`src/rtl/eth_arp_pkg.sv`:
```
// Shared ARP constants and resolver FSM state encoding.
package eth_arp_pkg;

    localparam logic        ARP_OP_REQ  = 1'b0;
    localparam logic        ARP_OP_RPLY = 1'b1;
    localparam logic [47:0] BCAST_MAC   = 48'hFFFF_FFFF_FFFF;

    localparam logic [1:0] ST_IDLE      = 2'd0;
    localparam logic [1:0] ST_SEND      = 2'd1;
    localparam logic [1:0] ST_WAIT_TX   = 2'd2;
    localparam logic [1:0] ST_WAIT_RPLY = 2'd3;

endpackage

```
`src/rtl/arp_retry_timer.sv`:
```
// Reply timeout counter: counts while enabled, pulses expire on its last cycle.
module arp_retry_timer #(
    parameter int TIMEOUT_CYC = 12_500_000
) (
    input  logic clk,
    input  logic rst,
    input  logic clr,
    input  logic en,
    output logic expire
);

    localparam int            CW   = (TIMEOUT_CYC > 1) ? $clog2(TIMEOUT_CYC) : 1;
    localparam logic [CW-1:0] LAST = CW'(TIMEOUT_CYC - 1);

    logic [CW-1:0] count_q;
    logic [CW-1:0] count_d;

    assign expire = en && (count_q == LAST);

    // Next count: clear wins, wrap on expiry so the counter never leaves range.
    always_comb begin
        count_d = count_q;
        if (clr || expire) begin
            count_d = '0;
        end else if (en) begin
            count_d = count_q + CW'(1);
        end
    end

    // Counter register.
    always_ff @(posedge clk or posedge rst) begin
        if (rst) begin
            count_q <= '0;
        end else begin
            count_q <= count_d;
        end
    end

endmodule

```
`src/rtl/arp_resolver.sv`:
```
// ARP initiator: resolves an IPv4 address through a single-entry cache or a
// request/retry sequence, and answers incoming requests for the board IP.
// It is the only driver of the transmitter start/type controls.
module arp_resolver
    import eth_arp_pkg::*;
#(
    parameter int          TIMEOUT_CYC = 12_500_000,
    parameter int          MAX_RETRY   = 3,
    parameter logic [31:0] BOARD_IP    = 32'hC0A8_010A
) (
    input  logic        clk,
    input  logic        rst,
    input  logic        resolve_req,
    input  logic [31:0] resolve_ip,
    input  logic        arp_rx_done,
    input  logic        arp_rx_type,
    input  logic [31:0] rx_src_ip,
    input  logic [47:0] rx_src_mac,
    input  logic [31:0] rx_dst_ip,
    input  logic        arp_tx_done,
    output logic        arp_tx_en,
    output logic        arp_tx_type,
    output logic [31:0] tx_des_ip,
    output logic [47:0] tx_des_mac,
    output logic        busy,
    output logic        resolve_done,
    output logic        resolve_fail,
    output logic [47:0] resolved_mac
);

    localparam int            RW        = (MAX_RETRY > 0) ? $clog2(MAX_RETRY + 1) : 1;
    localparam logic [RW-1:0] RETRY_MAX = RW'(MAX_RETRY);

    logic [1:0]    state_q,        state_d;
    logic [31:0]   target_ip_q,    target_ip_d;
    logic [RW-1:0] retry_cnt_q,    retry_cnt_d;
    logic          cache_valid_q,  cache_valid_d;
    logic [31:0]   cache_ip_q,     cache_ip_d;
    logic [47:0]   cache_mac_q,    cache_mac_d;
    logic          reply_pend_q,   reply_pend_d;
    logic [31:0]   rp_ip_q,        rp_ip_d;
    logic [47:0]   rp_mac_q,       rp_mac_d;
    logic          tx_busy_q,      tx_busy_d;
    logic          tx_en_q,        tx_en_d;
    logic          tx_type_q,      tx_type_d;
    logic [31:0]   des_ip_q,       des_ip_d;
    logic [47:0]   des_mac_q,      des_mac_d;
    logic          done_q,         done_d;
    logic          fail_q,         fail_d;
    logic [47:0]   res_mac_q,      res_mac_d;

    logic timer_clr;
    logic timer_en;
    logic timer_expire;
    logic rx_match;
    logic rx_req_board;

    assign timer_en  = (state_q == ST_WAIT_RPLY);
    assign timer_clr = !timer_en;

    assign rx_match = arp_rx_done && (arp_rx_type == ARP_OP_RPLY) &&
                      (rx_src_ip == target_ip_q) &&
                      ((state_q == ST_WAIT_TX) || (state_q == ST_WAIT_RPLY));

    assign rx_req_board = arp_rx_done && (arp_rx_type == ARP_OP_REQ) &&
                          (rx_dst_ip == BOARD_IP);

    arp_retry_timer #(
        .TIMEOUT_CYC(TIMEOUT_CYC)
    ) u_timer (
        .clk   (clk),
        .rst   (rst),
        .clr   (timer_clr),
        .en    (timer_en),
        .expire(timer_expire)
    );

    // Cache upkeep, reply queue, transmit arbitration and resolver FSM.
    always_comb begin
        state_d       = state_q;
        target_ip_d   = target_ip_q;
        retry_cnt_d   = retry_cnt_q;
        cache_valid_d = cache_valid_q;
        cache_ip_d    = cache_ip_q;
        cache_mac_d   = cache_mac_q;
        reply_pend_d  = reply_pend_q;
        rp_ip_d       = rp_ip_q;
        rp_mac_d      = rp_mac_q;
        tx_busy_d     = tx_busy_q;
        tx_en_d       = 1'b0;
        tx_type_d     = tx_type_q;
        des_ip_d      = des_ip_q;
        des_mac_d     = des_mac_q;
        done_d        = 1'b0;
        fail_d        = 1'b0;
        res_mac_d     = res_mac_q;

        // Any frame from the cached host refreshes its MAC.
        if (arp_rx_done && cache_valid_q && (rx_src_ip == cache_ip_q)) begin
            cache_mac_d = rx_src_mac;
        end

        if (arp_tx_done) begin
            tx_busy_d = 1'b0;
        end

        // Pending replies go out ahead of our own requests.
        if (!tx_busy_q) begin
            if (reply_pend_q) begin
                tx_en_d      = 1'b1;
                tx_type_d    = ARP_OP_RPLY;
                des_ip_d     = rp_ip_q;
                des_mac_d    = rp_mac_q;
                reply_pend_d = 1'b0;
                tx_busy_d    = 1'b1;
            end else if (state_q == ST_SEND) begin
                tx_en_d   = 1'b1;
                tx_type_d = ARP_OP_REQ;
                des_ip_d  = target_ip_q;
                des_mac_d = BCAST_MAC;
                tx_busy_d = 1'b1;
                state_d   = ST_WAIT_TX;
            end
        end

        // Placed after the launch so a request arriving in the launch cycle is still queued.
        if (rx_req_board) begin
            reply_pend_d = 1'b1;
            rp_ip_d      = rx_src_ip;
            rp_mac_d     = rx_src_mac;
        end

        if (rx_match) begin
            cache_valid_d = 1'b1;
            cache_ip_d    = rx_src_ip;
            cache_mac_d   = rx_src_mac;
            res_mac_d     = rx_src_mac;
            done_d        = 1'b1;
            state_d       = ST_IDLE;
        end else begin
            case (state_q)
                ST_IDLE: begin
                    if (resolve_req) begin
                        if (cache_valid_q && (resolve_ip == cache_ip_q)) begin
                            res_mac_d = cache_mac_q;
                            done_d    = 1'b1;
                        end else begin
                            target_ip_d = resolve_ip;
                            retry_cnt_d = '0;
                            state_d     = ST_SEND;
                        end
                    end
                end
                ST_WAIT_TX: begin
                    if (arp_tx_done) begin
                        state_d = ST_WAIT_RPLY;
                    end
                end
                ST_WAIT_RPLY: begin
                    if (timer_expire) begin
                        if (retry_cnt_q < RETRY_MAX) begin
                            retry_cnt_d = retry_cnt_q + RW'(1);
                            state_d     = ST_SEND;
                        end else begin
                            fail_d  = 1'b1;
                            state_d = ST_IDLE;
                        end
                    end
                end
                default: ;
            endcase
        end
    end

    // State, cache, queue and registered outputs.
    always_ff @(posedge clk or posedge rst) begin
        if (rst) begin
            state_q       <= ST_IDLE;
            target_ip_q   <= '0;
            retry_cnt_q   <= '0;
            cache_valid_q <= 1'b0;
            cache_ip_q    <= '0;
            cache_mac_q   <= '0;
            reply_pend_q  <= 1'b0;
            rp_ip_q       <= '0;
            rp_mac_q      <= '0;
            tx_busy_q     <= 1'b0;
            tx_en_q       <= 1'b0;
            tx_type_q     <= 1'b0;
            des_ip_q      <= '0;
            des_mac_q     <= '0;
            done_q        <= 1'b0;
            fail_q        <= 1'b0;
            res_mac_q     <= '0;
        end else begin
            state_q       <= state_d;
            target_ip_q   <= target_ip_d;
            retry_cnt_q   <= retry_cnt_d;
            cache_valid_q <= cache_valid_d;
            cache_ip_q    <= cache_ip_d;
            cache_mac_q   <= cache_mac_d;
            reply_pend_q  <= reply_pend_d;
            rp_ip_q       <= rp_ip_d;
            rp_mac_q      <= rp_mac_d;
            tx_busy_q     <= tx_busy_d;
            tx_en_q       <= tx_en_d;
            tx_type_q     <= tx_type_d;
            des_ip_q      <= des_ip_d;
            des_mac_q     <= des_mac_d;
            done_q        <= done_d;
            fail_q        <= fail_d;
            res_mac_q     <= res_mac_d;
        end
    end

    assign arp_tx_en    = tx_en_q;
    assign arp_tx_type  = tx_type_q;
    assign tx_des_ip    = des_ip_q;
    assign tx_des_mac   = des_mac_q;
    assign busy         = (state_q != ST_IDLE);
    assign resolve_done = done_q;
    assign resolve_fail = fail_q;
    assign resolved_mac = res_mac_q;

endmodule

```
`config.mk`:
```
export PLATFORM = sky130hd
export DESIGN_NAME = arp_resolver
export DESIGN_NICKNAME = d
export VERILOG_FILES = /design/src/rtl/eth_arp_pkg.sv /design/src/rtl/arp_retry_timer.sv /design/src/rtl/arp_resolver.sv
export SDC_FILE = /design/constraint.sdc
export NUM_CORES = 1
export LEC_CHECK = 0
export BUFFER_PORTS_ARGS = -buffer_cell sky130_fd_sc_hd__buf_2
export CORE_MARGIN = 8
export CORE_UTILIZATION = 30
export DETAILED_ROUTE_END_ITERATION = 16
export MAX_ROUTING_LAYER = met4
export SLEW_MARGIN = 20
export SYNTH_ARGS = -nofsm -noshare
export SYNTH_HDL_FRONTEND = slang
export SYNTH_HIERARCHICAL = 1
export SYNTH_SLANG_ARGS = --single-unit
```
`constraint.sdc`:
```
create_clock -name clk -period 14.9 [get_ports clk]
set_input_delay 3.725 -clock clk [delete_from_list [all_inputs] [get_ports clk]]
set_output_delay 3.725 -clock clk [all_outputs]
set_load 0.1 [all_outputs]
```
==> results.toml, run 1 <==
[status]
status = "completed"

[cts]
cts_buffer_depth = 3
numCtsBuffers = 41
post-cts-setup-buffer-count = 0
clock_latency_ns = 0.56
root_buffer = "clkbuf_16"
cts_hold_buf = 0
clock_sinks = 355
path_clk_slew_ns = 0.06
cts_tree = "yes"
cts.repair.resized = 0
cts_htree_levels = 2

[timing]
final.setup.tns_ns = 0
hold_viol = 0
skew_ns = 0.02269
period_minus_slack_ns = 6.468
rsz0062_at_grt = "no"
setup_viol = 0
fmax_mhz = 154.6
relSlewSlack_pct = 26.71
maxSlewViolCount = 0
worst_pin_slew_ns = 1.099
fin_crit_sh_pct = 43.41

[floorplanning]
fp.dieW_um = 246.5
fp.dieArea_mm2 = 0.06078
io_pins = 283
initial_core_util_pct = 30.34
num_rows = 84
chipHeight_um = 246.5
core_mm2 = 0.05255

[setup_path]
cp_num_buf_inv = 3
r2r_start = "target_ip_q[26]$_DFFE_PP0P_"
cp_slowest_cell = "or4_2"
start_kind = "input port"
end_kind = "register"
slowest_delay_ns = 0.54
worstSetupPathType = "input port to register"
crit_fanout = 51
cpLargestDelayFamily = "simple AND/OR/NAND/NOR gates"
cpMostUsedCell = "buf_4"
worstPathCellList = "buf_2 -> xnor2_1 -> nand4_1 -> or4_1 -> or4_2 -> buf_4 -> o31a_2 -> buf_4 -> mux2_4"
required_ns = 15.34
arrival_ns = 6.91
r2r_cells = 8
r2r-end = "cache_mac_q[5]$_DFFE_PP0P_"
r2r_slack_ns = 11.33

[logic_synthesis]
ys_seq_area_share_pct = 55.71
syn-num-nets = 1489
synth_cells = 1337
synth_seq_cells = 355
synth_cell_types = 50
ys.flop_type = "dfrtp_1"
yosysWarnings = 6
synth_edf_count = 0
avgSynthCellArea_um2 = 11.93
syn_area_mm2 = 0.01595
async_flop_share_pct = 100.0

[min_path]
min_path_type = "register to register"
timing.hold.worst_endpoint = "tx_des_mac[11]$_DFFE_PP0P_"
hp-start = "tx_des_mac[11]$_DFFE_PP0P_"
hold_depth = 2

[final_layout]
area_growth_pct = 22.49
fillers = 5244
final_layout_size_suffix_gt1_share_pct = 34.57
finalNetCount = 1763

[power]
power_switching_mw = 1.545
seqPwrFrac_pct = 35.2
swShare_pct = 43.90
p_leak_nw = 9.963
clkPwrFrac_pct = 29.9
internal-power_mw = 1.975
pwr-share-comb_pct = 34.9
powerDensity_mw_per_mm2 = 180.2
finalPower_mw = 3.520
vdd_drop_max_mv = 0.1550

[global_routing]
antenna_found_initial = 14
grt_pass1_wl_mm = 72.62
grtUsageTotal_pct = 15.76
grt_pass1_vias = 11831
grt_max_degree = 147
grt.overflow.total = 0

[drt]
drtIter0Drc = 761
dr_total_vias = 11313
wl_mm = 47.25
ant_nets = 0
first_pass_iters = 5
detail_route.wl_per_cell_um = 20.16
vias_per_cell = 4.826
drc_errors = 0

[placed_design]
gp_congestion = 0.8851
numPortBuffers = 282
hpwl_mm = 33.33

[flow_run]
cap_violations = 0
## per-stage QoR
step	util [%]	instance area [µm²]	hold WS, ns	instances	worst slack, ns
global route	37.16	19530	0.4853	2343	8.339
detailed placement	34.39	18070	0.4655	2256	7.895
CTS	37.09	19490	0.4781	2331	8.485
finish	37.17	19530	0.4680	2344	8.432
floorplan	-	15950	0.4511	1337	2.007
global placement	34.39	18070	0.4568	2256	7.865
## power by group through the flow
stage	clock network [mW]	logic, mW	registers [mW]
after global routing	1.12	1.28	1.26
after floorplan	0	0.223	1.98
after detailed placement	0	1.23	1.26
after CTS	1.08	1.24	1.24
final	1.05	1.23	1.24
after global placement	0	1.23	1.25
## layout by cell type (no fill, tap or decap), drive strengths merged, types with 3 or more instances in the layout
| master | instances |
|---|---|
| nand3 | 15 |
| or3 | 3 |
| o22ai | 3 |
| clkinv | 5 |
| or4 | 5 |
| nor4bb | 4 |
| clkbuf | 62 |
| inv | 20 |
| o2111ai | 6 |
| mux2 | 194 |
| bufinv | 4 |
| diode | 13 |
| clkinvlp | 4 |
| nand4 | 30 |
| nand4b | 3 |
| nand2 | 99 |
| and4 | 6 |
| xor2 | 48 |
| nor4b | 4 |
| nor2b | 53 |
| nand2b | 14 |
| xnor2 | 48 |
| and3 | 7 |
| a21oi | 59 |
| buf | 296 |
| nor3 | 11 |
| nor2 | 69 |
| o21ai | 90 |
| nor4 | 22 |
| dfrtp | 355 |
| mux2i | 81 |
## sequential cells by signal (all words and copies together), names as in the netlist
name	count
resolve_fail	1
cache_ip_q	32
resolved_mac	48
rp_ip_q	32
arp_tx_en	1
reply_pend_q	1
resolve_done	1
target_ip_q	32
state_q	2
retry_cnt_q	2
cache_valid_q	1
tx_des_ip	32
u_timer/count_q	24
cache_mac_q	48
tx_des_mac	48
rp_mac_q	48
tx_busy_q	1
arp_tx_type	1
## area by class of cell
type,count,area [µm²],share of cell area (%)
inverter,20,87.58,0.4484
tap,688,860.8,4.407
multi-input combinational,897,6726,34.44
timing repair buffer,296,1520,7.783
sequential,355,8887,45.50
antenna,13,32.53,0.1666
clock buffer,62,1237,6.336
clock inverter,13,178.9,0.9161
## Yosys cell counts, types with 21 or more instances
| cell type | number | share of area (%) |
|---|---|---|
| a21oi_1 | 59 | 1.9 |
| clkbuf_1 | 51 | 1.2 |
| dfrtp_1 | 355 | 56 |
| mux2_2 | 174 | 12 |
| mux2i_1 | 81 | 5.1 |
| nand2_1 | 99 | 2.3 |
| nand4_1 | 30 | 1.2 |
| nor2_1 | 69 | 1.6 |
| nor2b_1 | 53 | 2.1 |
| nor4_1 | 21 | 0.82 |
| o21ai_0 | 89 | 2.8 |
| xnor2_1 | 48 | 2.6 |
| xor2_1 | 48 | 2.6 |
## worst max path at each step
| stage | endpoint | startpoint | cells after the start | slack, ns |
|---|---|---|---|---|
| after CTS | cache_mac_q[5]$_DFFE_PP0P_ | rx_src_ip[26] | 9 | 8.48 |
| after global placement | cache_mac_q[19]$_DFFE_PP0P_ | rx_src_ip[26] | 9 | 7.87 |
| after floorplan | arp_tx_en$_DFF_PP0_ | rst | 1 | 2.01 |
| after detailed placement | cache_mac_q[5]$_DFFE_PP0P_ | rx_src_ip[26] | 9 | 7.89 |
| after global routing | cache_mac_q[5]$_DFFE_PP0P_ | rx_src_ip[22] | 9 | 8.34 |
| final | cache_mac_q[5]$_DFFE_PP0P_ | rx_src_ip[26] | 9 | 8.43 |
## kinds of logic (layout without fill, tap and decap cells)
family | count (synthesis) | after routing | share of synthesized area, %
xor gates and xnor gates | 96 | 96 | 5.273
adders and majority gates | 2 | 2 | 0.1569
buffers and inverters | 85 | 391 | 2.291
DFF | 355 | 355 | 55.71
AOI/OAI and AO/OA | 172 | 172 | 5.917
muxes | 275 | 275 | 19.26
other | 0 | 13 | 0
and+or+nand+nor | 352 | 352 | 11.39
## metal layers
metal / vias to the layer above / track usage [%] / part of all wire [%]
met5: - / - / 0
met4: 0 / 6.477 / 3.2
met3: 85 / 3.011 / 5.5
met2: 324 / 24.47 / 47
met1: 5614 / 20.11 / 44
li1: 5290 / - / -
## worst reg2reg max path: stages (launching register included)
cell and delay [ns]:
dfrtp_1 0.45, xnor2_1 0.36, nand4_1 0.13, or4_1 0.53, or4_2 0.54, buf_4 0.37, o31a_2 0.24, buf_4 0.35
mux2_4 0.50
(Power assumes the default switching activity.)
==> run 2, diff against run 1 <==
clock period = 5.9 ns   (was 14.9 ns; I/O delays follow)
==> results.toml, run 2 (synthesis gave the netlist of run 1 again) <==
[power]
pwr-share-comb_pct = 35.0
powerDensity_mw_per_mm2 = 454.7
finalPower_mw = 8.884
swShare_pct = 44.05
vdd_drop_max_mv = 0.3782
internal-power_mw = 4.970
seqPwrFrac_pct = 35.2
clkPwrFrac_pct = 29.8
p_leak_nw = 9.964
power_switching_mw = 3.913

[setup_path]
worstSetupPathType = "input port to register"
r2r_start = "target_ip_q[31]$_DFFE_PP0P_"
r2r_cells = 7
end_kind = "register"
crit_path_start = "rx_src_ip[26]"
required_ns = 6.33
arrival_ns = 4.31
r2r_slack_ns = 2.70
crit_fanout = 48
start_kind = "input port"
r2r-end = "cache_mac_q[0]$_DFFE_PP0P_"

[timing]
relSlewSlack_pct = 32.23
skew_ns = 0.01752
fmax_mhz = 257.9
setup_ws_ns = 2.023
setup_viol = 0
whs_ns = 0.4715
rsz0062_at_grt = "no"
fin_crit_sh_pct = 65.72
maxSlewViolCount = 0
worst_pin_slew_ns = 1.017
final.setup.tns_ns = 0
period_minus_slack_ns = 3.877
hold_viol = 0

[cts]
clock_sinks = 355
cts_tree = "yes"
cts.repair.resized = 0
clock_latency_ns = 0.56
numCtsBuffers = 42
cts_hold_buf = 0
cts_htree_levels = 2
cts_buffer_depth = 3
post-cts-setup-buffer-count = 0
root_buffer = "clkbuf_16"
path_clk_slew_ns = 0.06

[final_layout]
final_common_cell = "dfrtp_1"
finalNetCount = 1762
utilization_pct = 37.18
stdcell_area_mm2 = 0.01954
final_layout_size_suffix_gt1_share_pct = 34.66
area_growth_pct = 22.52
multi_input_area_mm2 = 0.006726
seq_area_mm2 = 0.008887
fin_cells = 2337
fillers = 5147
mostFrequentLayoutCells = "dfrtp_1 (354), buf_2 (282), mux2_2 (174)"

[flow_run]
cap_violations = 0

[global_routing]
grt_use_met3_pct = 3.606
grt_busiest_layer = "met2"
grt_pass1_vias = 11871
grt.overflow.total = 0
grtUsageTotal_pct = 16.00
grt_use_met1_pct = 20.33
grt_pass1_wl_mm = 73.38
use_met2_pct = 25.31
antenna_found_initial = 14
grt_max_degree = 164

[floorplanning]
core_mm2 = 0.05255
num_rows = 84
initial_core_util_pct = 30.34
chipHeight_um = 246.5
fp.dieW_um = 246.5
io_pins = 283
fp.dieArea_mm2 = 0.06078

[drt]
vias_per_cell = 4.851
ant_nets = 0
drtIter0Drc = 740
dr_total_vias = 11337
detail_route.wl_per_cell_um = 20.52
drc_errors = 0
wl_mm = 47.96
first_pass_iters = 5

[status]
status = "completed"

[placed_design]
dp_cells = 2254
place_ws_ns = 1.518
numPortBuffers = 282
dpl_cell_area_mm2 = 0.01810
hpwl_mm = 33.64
gp_congestion = 0.9092

[min_path]
timing.hold.worst_endpoint = "tx_des_mac[10]$_DFFE_PP0P_"
hold_depth = 2
hp-start = "tx_des_mac[10]$_DFFE_PP0P_"
min_path_type = "register to register"
[run 2: cell count changes in the layout (fill, tap and decap cells not counted), sizes merged]
cell,before,now
clkbuf,62,57
diode,13,10
buf,296,294
clkinv,5,7
clkinvlp,4,5
[run 2: routing by layer]
layer | wire, µm | up-vias
met5 | 0 | -
met2 | 22970 | 300
li1 | - | 5253
met4 | 1098 | 0
met3 | 2829 | 72
met1 | 21070 | 5712
[run 2: power groups by stage]
stage	logic [mW]	clock network, mW	registers (mW)
floorplan	0.563	0	5.01
global placement	3.12	0	3.15
detailed placement	3.13	0	3.17
CTS	3.13	2.74	3.13
global route	3.25	2.83	3.18
finish	3.11	2.65	3.12
[run 2: how the worst max path moves through the flow]
stage                             endpoint  slack, ns
6_report        cache_mac_q[0]$_DFFE_PP0P_       2.02
5_1_grt         cache_mac_q[0]$_DFFE_PP0P_       2.03
4_1_cts        cache_mac_q[13]$_DFFE_PP0P_       2.11
3_5_place_dp   cache_mac_q[13]$_DFFE_PP0P_       1.52
3_3_place_gp    cache_mac_q[0]$_DFFE_PP0P_       1.54
2_1_floorplan          arp_tx_en$_DFF_PP0_      0.004
[run 2: area by class of cell]
class / instances / share of cell area (%)
Sequential cell: 355 / 45.49
Multi-Input combinational cell: 897 / 34.43
Timing Repair Buffer: 294 / 7.942
Clock buffer: 57 / 6.187
Tap cell: 688 / 4.406
Clock inverter: 16 / 1.012
Inverter: 20 / 0.4035
Antenna cell: 10 / 0.1281
[run 2: critical path: stages]
cell     delay [ns]
buf_2          0.13
xnor2_1        0.37
nand4_1        0.14
or4_1          0.55
or4_2          0.61
o31a_2         0.15
buf_4          0.33
mux2_4         0.43
==> run 3, diff against run 2 <==
clock period = 3.9 ns   (was 5.9 ns; I/O delays follow)
==> results.toml, run 3 (synthesis gave the netlist of run 1 again) <==
[flow_run]
cap_violations = 0

[final_layout]
seq_area_mm2 = 0.008887
fillers = 5191
finalNetCount = 1779
final_layout_size_suffix_gt1_share_pct = 35.74
mostFrequentLayoutCells = "dfrtp_1 (354), buf_2 (282), mux2_2 (174)"
area_growth_pct = 24.21
final_common_cell = "dfrtp_1"
multi_input_area_mm2 = 0.006726

[floorplanning]
fp.dieW_um = 246.5
io_pins = 283
core_mm2 = 0.05255
chipHeight_um = 246.5
num_rows = 84
initial_core_util_pct = 30.34
fp.dieArea_mm2 = 0.06078

[drt]
drtIter0Drc = 835
first_pass_iters = 5
drc_errors = 0
vias_per_cell = 4.839
dr_total_vias = 11387
wl_mm = 47.88
ant_nets = 0
detail_route.wl_per_cell_um = 20.35

[cts]
path_clk_slew_ns = 0.06
cts_buffer_depth = 3
root_buffer = "clkbuf_16"
clock_sinks = 355
cts_htree_levels = 2
cts_tree = "yes"
clock_latency_ns = 0.56
numCtsBuffers = 41
post-cts-setup-buffer-count = 0
cts_hold_buf = 0
cts.repair.resized = 0

[setup_path]
cp_slowest_cell = "or4_2"
start_kind = "input port"
worstPathCellList = "buf_2 -> xnor2_1 -> nand4_1 -> or4_1 -> or4_2 -> o31a_2 -> buf_12 -> mux2_2"
r2r-end = "cache_mac_q[45]$_DFFE_PP0P_"
r2r_cells = 7
cp_num_buf_inv = 2
required_ns = 4.33
r2r_start = "target_ip_q[5]$_DFFE_PP0P_"
crit_path_start = "rx_src_ip[5]"
arrival_ns = 3.54
slowest_delay_ns = 0.62
crit_fanout = 40
end_kind = "register"
cpLargestDelayFamily = "simple AND/OR/NAND/NOR gates"
r2r_slack_ns = 0.95
worstSetupPathType = "input port to register"
path_depth = 8

[power]
power_switching_mw = 5.925
clkPwrFrac_pct = 31.1
p_leak_nw = 10.12
seqPwrFrac_pct = 34.5
swShare_pct = 43.24
pwr-share-comb_pct = 34.4
powerDensity_mw_per_mm2 = 691.8
vdd_drop_max_mv = 0.4882
internal-power_mw = 7.777

[min_path]
timing.hold.worst_endpoint = "tx_des_ip[26]$_DFFE_PP0P_"
hp-start = "tx_des_ip[26]$_DFFE_PP0P_"
hold_depth = 2
min_path_type = "register to register"

[global_routing]
grt_pass1_wl_mm = 72.72
grt_pass1_vias = 11782
grtUsageTotal_pct = 15.85
grt.overflow.total = 0
grt_max_degree = 81
antenna_found_initial = 8

[placed_design]
numPortBuffers = 282
gp_congestion = 0.9023
hpwl_mm = 34.88
place_ws_ns = 0.2254

[timing]
worst_pin_slew_ns = 1.026
setup_viol = 0
rsz0062_at_grt = "no"
whs_ns = 0.4778
fin_crit_sh_pct = 79.67
maxSlewViolCount = 0
fmax_mhz = 321.8
skew_ns = 0.02173
setup_ws_ns = 0.7927
hold_viol = 0
relSlewSlack_pct = 31.62
period_minus_slack_ns = 3.107

[status]
status = "completed"
-- run 3: cell count changes in the layout (fill, tap and decap cells not counted) --
cell       before  now
clkinv_4        1    0
clkbuf_1        6    1
buf_12          4    7
clkbuf_16      43   41
clkinv_2        6    7
bufinv_16       4    8
diode_2        10    6
inv_6           1    3
clkbuf_8        8   11
buf_4           8   23
-- run 3: layout make-up --
| class | count | share of cell area (%) |
|---|---|---|
| Antenna cell | 6 | 0.07581 |
| Clock buffer | 53 | 5.964 |
| Clock inverter | 22 | 1.674 |
| Inverter | 20 | 0.3980 |
| Multi-Input combinational cell | 897 | 33.96 |
| Sequential cell | 355 | 44.87 |
| Tap cell | 688 | 4.346 |
| Timing Repair Buffer | 312 | 8.706 |
-- run 3: how the worst max path moves through the flow --
stage	to	slack, ns
after floorplan	arp_tx_en$_DFF_PP0_	-1.50
after global placement	cache_mac_q[14]$_DFFE_PP0P_	0.21
after CTS	cache_mac_q[13]$_DFFE_PP0P_	0.82
after global routing	cache_mac_q[42]$_DFFE_PP0P_	0.73
after detailed placement	cache_mac_q[12]$_DFFE_PP0P_	0.23
final	cache_mac_q[45]$_DFFE_PP0P_	0.79
-- run 3: worst min-delay path: cells and delay by family (launching register included) --
kind	cells	cell delay (ns)
simple gates	1	0.05
compound gates	1	0.06
flops	1	0.34
-- run 3: power by group through the flow --
stage / Combinational, mW / Clock [mW] / Sequential [mW]
CTS: 4.75 / 4.38 / 4.74
floorplan: 0.852 / 0 / 7.58
global route: 4.92 / 4.54 / 4.81
finish: 4.71 / 4.27 / 4.73
global placement: 4.72 / 0 / 4.77
detailed placement: 4.74 / 0 / 4.79
-- run 3: per-layer routing --
layer | track usage, % | up-vias | share of wire (%) | wire, µm
met5 | - | - | 0 | 0
met4 | 4.641 | 0 | 2.6 | 1234
met3 | 3.725 | 67 | 5.8 | 2767
met2 | 24.76 | 311 | 47 | 22500
met1 | 20.39 | 5716 | 45 | 21370
li1 | - | 5293 | - | -
-- run 3: stage by stage --
| step | std cells | utilization, % | TNS, ns | cell area (µm²) | power, mW |
|---|---|---|---|---|---|
| detailed placement | 2272 | 34.78 | 0 | 18280 | 9.534 |
| global placement | 2272 | 34.78 | 0 | 18280 | 9.492 |
| CTS | 2347 | 37.66 | 0 | 19790 | 13.86 |
| floorplan | 1337 | - | -495.06 | 15950 | 8.429 |
| global route | 2352 | 37.68 | 0 | 19800 | 14.27 |
| finish | 2353 | 37.69 | 0 | 19810 | 13.70 |
